==> config.mk <==
export PLATFORM = sky130hd
export DESIGN_NAME = fetch_stall_ctrl
export DESIGN_NICKNAME = d
export VERILOG_FILES = /design/src/rtl/fetch_stall_ctrl_pkg.sv /design/src/rtl/md_busy_counter.sv /design/src/rtl/fetch_stall_ctrl.sv
export SDC_FILE = /design/constraint.sdc
export NUM_CORES = 1
export LEC_CHECK = 0
export CAP_MARGIN = 20
export CORE_ASPECT_RATIO = 0.6
export CORE_UTILIZATION = 35
export DETAILED_ROUTE_END_ITERATION = 10
export GPL_TIMING_DRIVEN = 0
export PLACE_DENSITY = 0.56
export SETUP_SLACK_MARGIN = 0.15
export SLEW_MARGIN = 20
export SYNTH_ARGS = -nofsm -noshare
export SYNTH_HDL_FRONTEND = slang
export SYNTH_HIERARCHICAL = 1
export SYNTH_SLANG_ARGS = --single-unit
export TNS_END_PERCENT = 10
==> constraint.sdc <==
create_clock -name clk -period 2.7 [get_ports clk]
set_input_delay 0.54 -clock clk [delete_from_list [all_inputs] [get_ports clk]]
set_output_delay 0.54 -clock clk [all_outputs]
set_load 0.02 [all_outputs]
==> src/rtl/fetch_stall_ctrl_pkg.sv <==
// Shared constants and state encoding for the fetch/stall controller.
// Default multiply/divide latencies live here beside the reset fetch address.
package fetch_stall_ctrl_pkg;

   localparam int          MD_MULT_CYCLES = 5;
   localparam int          MD_DIV_CYCLES  = 10;
   localparam logic [31:0] PC_START       = 32'h0000_3000;
   localparam logic [31:0] STALL_CNT_MAX  = 32'hFFFF_FFFF;

   typedef enum logic {
      FSC_IDLE = 1'b0,
      FSC_BUSY = 1'b1
   } fsc_state_e;

endpackage

==> src/rtl/md_busy_counter.sv <==
// Tracks the multi-cycle multiply/divide unit with a down-counter.
// md_busy/md_done are registered alongside the state so they match it exactly.
//
//   state    | meaning
//   ---------+---------------------------------------------------------
//   FSC_IDLE | unit free, cnt = 0, next md_start is accepted
//   FSC_BUSY | unit computing, cnt = remaining cycles incl. this one
module md_busy_counter
   import fetch_stall_ctrl_pkg::*;
#(
   parameter int MULT_CYCLES = MD_MULT_CYCLES,
   parameter int DIV_CYCLES  = MD_DIV_CYCLES,
   parameter int CNT_W       = 4
) (
   input  logic clk,
   input  logic reset,
   input  logic md_start,
   input  logic md_is_div,
   output logic md_busy,
   output logic md_done
);

   localparam logic [CNT_W-1:0] MULT_LD = CNT_W'(MULT_CYCLES);
   localparam logic [CNT_W-1:0] DIV_LD  = CNT_W'(DIV_CYCLES);
   localparam logic [CNT_W-1:0] CNT_ONE = CNT_W'(1);
   localparam logic [CNT_W-1:0] CNT_TWO = CNT_W'(2);

   fsc_state_e       state;
   logic [CNT_W-1:0] cnt;

   always_ff @(posedge clk) begin
      if (reset) begin
         state   <= FSC_IDLE;
         cnt     <= '0;
         md_busy <= 1'b0;
         md_done <= 1'b0;
      end else begin
         case (state)
            FSC_IDLE: begin
               if (md_start) begin
                  state   <= FSC_BUSY;
                  cnt     <= md_is_div ? DIV_LD : MULT_LD;
                  md_busy <= 1'b1;
                  md_done <= md_is_div ? (DIV_LD == CNT_ONE) : (MULT_LD == CNT_ONE);
               end
            end
            FSC_BUSY: begin
               // A second md_start here is ignored; stall keeps it out of E.
               if (cnt == CNT_ONE) begin
                  state   <= FSC_IDLE;
                  cnt     <= '0;
                  md_busy <= 1'b0;
                  md_done <= 1'b0;
               end else begin
                  cnt     <= cnt - CNT_ONE;
                  md_done <= (cnt == CNT_TWO);
               end
            end
            default: begin
               state   <= FSC_IDLE;
               cnt     <= '0;
               md_busy <= 1'b0;
               md_done <= 1'b0;
            end
         endcase
      end
   end

endmodule

==> src/rtl/fetch_stall_ctrl.sv <==
// Merges the data-hazard stall with the mult/div busy stall, drives the
// IFU/pipeline-register enables and keeps a saturating stall-cycle counter.
module fetch_stall_ctrl
   import fetch_stall_ctrl_pkg::*;
#(
   parameter int MULT_CYCLES = MD_MULT_CYCLES,
   parameter int DIV_CYCLES  = MD_DIV_CYCLES,
   parameter int CNT_W       = 4
) (
   input  logic        clk,
   input  logic        reset,
   input  logic        md_start,
   input  logic        md_is_div,
   input  logic        d_uses_md,
   input  logic        data_stall,
   output logic        md_busy,
   output logic        md_done,
   output logic        stall,
   output logic        ifu_en,
   output logic        d_reg_en,
   output logic        e_reg_clr,
   output logic [31:0] stall_cnt
);

   md_busy_counter #(
      .MULT_CYCLES (MULT_CYCLES),
      .DIV_CYCLES  (DIV_CYCLES),
      .CNT_W       (CNT_W)
   ) u_md_busy_counter (
      .clk       (clk),
      .reset     (reset),
      .md_start  (md_start),
      .md_is_div (md_is_div),
      .md_busy   (md_busy),
      .md_done   (md_done)
   );

   // Only HI/LO users wait on the unit; everything else flows past it.
   assign stall     = data_stall | ((md_start | md_busy) & d_uses_md);
   assign ifu_en    = ~stall;
   assign d_reg_en  = ~stall;
   assign e_reg_clr = stall;

   always_ff @(posedge clk) begin
      if (reset) begin
         stall_cnt <= '0;
      end else if (stall && (stall_cnt != STALL_CNT_MAX)) begin
         stall_cnt <= stall_cnt + 32'd1;
      end
   end

endmodule

==> out/results.tsv <==
stage	metric	value	unit
outcome	status	finished clean	
synth	Seq/Total Area, Yosys	36.62	%
final_layout	Layout Utilization	48.80	%
floorplan	Die Footprint	0.006418	mm2
grt	gr usage total	19.45	%
synth	Synth area leaders	dfxtp_1 (37%), mux2_2 (4.8%), nor2_1 (4.6%)	
placement	Port Buf Inserts	43	
timing	Fin Clk Skew	0.01171	ns
timing	Setup violations, final	0	
grt	initial antenna violation count	0	
synth	Ys Warns	6	
clock_network	Root Driver	clkbuf_8	
grt	grt ovf	0	
final_layout	fill cell count	613	
timing	Worst-Margin Slew	0.6976	ns
synth	number of synthesized flops with an enable pin	0	
placement	area of placed instances	0.002663	mm2
grt	first-pass GRT wire length	9680	um
timing	Final min period	2.527	ns
routing	Pre-antenna DRT Iters	4	
timing	Fmax	0.3958	GHz
clock_network	Reg clk slew, reported paths	0.08	ns
synth	asr flop ratio synth	0	%
power_and_ir_drop	static leakage	0.9546	nW
setup_path	CP Capture Type	output pin	
clock_network	CTS buffer count	5	
synth	post-synthesis instance area	0.002132	mm2
grt	largest net degree at the start of global routing	13	
placement	Placement Setup Slack	-0.06966	ns
routing	Routed WL per cell	15.09	um
clock_network	CTS sink cnt	39	
setup_path	Startpoint Class	primary input	
routing	DR iter-0 viols	143	
routing	DRC	0	
synth	leading cell types by count after synthesis	dfxtp_1 (39), nor2_1 (26), a21oi_1 (17)	
synth	Avg Inst Size Synth	8.427	um2
placement	routability cong.	0.7869	
timing	RSZ-0062 raised after global routing	yes	
floorplan	IO Count	44	
synth	Yosys top cell by area	dfxtp_1	
routing	via/cell ratio	5.266	
final_layout	layout cells sized above 1	11.18	%
power_and_ir_drop	Final Power	1.258	mW
final_layout	nets	313	
setup_path	WP data arrival	1.99	ns
final_layout	area of the multi-input gates	0.001272	mm2
timing	Fin. Hold Viols	0	
timing	worst relative slew slack	53.29	%
timing	Final Slew Violations	0	
synth	most common cell in the netlist	dfxtp_1	
timing	total negative slack	0	ns
timing	fin crit share	93.58	%
final_layout	antenna cell count	0	
synth	Syn Nets	263	
synth	Cells after Synth	253	
routing	Via Count	2022	
floorplan	Site Rows	21	
floorplan	starting density of the core	37.22	%
synth	area share of the largest cell type after synthesis	36.62	%
clock_network	Clk Latency, worst-skew pair	0.30	ns
setup_path	required time at the worst-slack endpoint	2.16	ns
clock_network	Max clock buf depth	2	
setup_path	Crit Path Class	primary input to output pin	
final_layout	Layout area overhead	31.10	%
synth	post-synthesis register bit count	39	
flow_run	max cap viols	0	
power_and_ir_drop	Pwr Density	450.2	mW/mm2
floorplan	CORE AREA	0.005728	mm2
power_and_ir_drop	Max VDD drop	0.2506	mV
clock_network	CTS H-tree depth	2	
setup_path	Max Fanout on Critical Path	4	
grt	number of global-route vias before repair	1883	
final_layout	register area	780.7	um2
clock_network	cts-stage hold buffer count	0	
placement	Post-DP HPWL	4296	um
floorplan	chip height	62.46	um
timing	setup ws final	0.1734	ns
synth	Main synth FF type	dfxtp_1	
synth	Unique masters post-synth	46	
final_layout	Finished Cell Area	0.002795	mm2
clock_network	TritonCTS clock tree	done	
routing	Detail Route Antenna Nets	0	
min_path	Min-Delay Path Class	register to register	
routing	Routed WL	5794	um
floorplan	Die Span X	102.8	um
cell type report:
cell class | count | share of cell area, %
inverters | 9 | 1.209
plain buffers | 12 | 2.104
well taps | 80 | 3.581
clock inverters | 2 | 1.253
clock buffers | 6 | 2.954
repair buffers | 43 | 15.44
flip-flops and latches | 39 | 27.93
multi-input cells | 193 | 45.52
flip-flops by register name, indices dropped and copies added (netlist names):
signal and count:
u_md_busy_counter/md_busy 1, u_md_busy_counter/state 1, stall_cnt 32, u_md_busy_counter/md_done 1, u_md_busy_counter/cnt 4
layout by cell type (no fill, tap or decap), drive strengths merged, types with 11 or more instances in the layout:
master / n
clkbuf: 11
dfxtp: 39
a21oi: 18
nand3: 11
nand4: 15
nor2: 26
nor2b: 13
clkdlybuf4s50: 41
nand2: 13
timing repair:
item,in CTS,in global routing
buffers inserted,0,0
hold endpoints to repair,0,0
setup endpoints to repair,4,5
gates resized for setup,3,1
stage by stage:
stage	cells	hold WS, ns
3_3_place_gp	376	0.4907
2_1_floorplan	253	0.5399
6_report	384	0.5056
3_5_place_dp	376	0.4894
5_1_grt	384	0.5351
4_1_cts	384	0.5088
where the power goes:
group | total [mW] | switching, mW | internal [mW]
combinational | 0.133 | 0.0731 | 0.0603
clock | 0.518 | 0.218 | 0.299
sequential | 0.607 | 0.0177 | 0.589
layer usage:
metal	vias up	track usage (%)	share of wire [%]
met2	48	24.67	38
met1	929	31.78	55
met4	0	3.169	0.45
met3	4	5.481	5.8
li1	1041	-	-
met5	-	0	0
worst max-delay path, cell delays in order:
cell             delay [ns]
clkdlybuf4s50_1        0.47
o21a_1                 0.24
nor2_4                 0.07
inv_1                  0.07
clkdlybuf4s50_1        0.60
cells by family (layout without fill, tap and decap cells):
logic type	after synthesis	after routing	share of synthesized area (%)
fa+ha+maj	4	4	2.348
compound gates	52	52	16.84
xor+xnor	7	7	2.876
simple gates	119	119	31.28
mux	11	11	5.693
flops	39	39	36.62
buf+inv	21	72	4.342
path summary, 6_finish.rpt:
path | startpoint | to | slack, ns | depth (start not counted)
worst min register to register | u_md_busy_counter/md_busy | u_md_busy_counter/md_busy | 0.51 | 1
worst max-delay path | md_start | e_reg_clr | 0.17 | 5
worst min-delay path | u_md_busy_counter/md_busy | u_md_busy_counter/md_busy | 0.51 | 1
worst max register to register | stall_cnt[16] | stall_cnt[29] | 0.28 | 7
(Power assumes the default switching activity.)
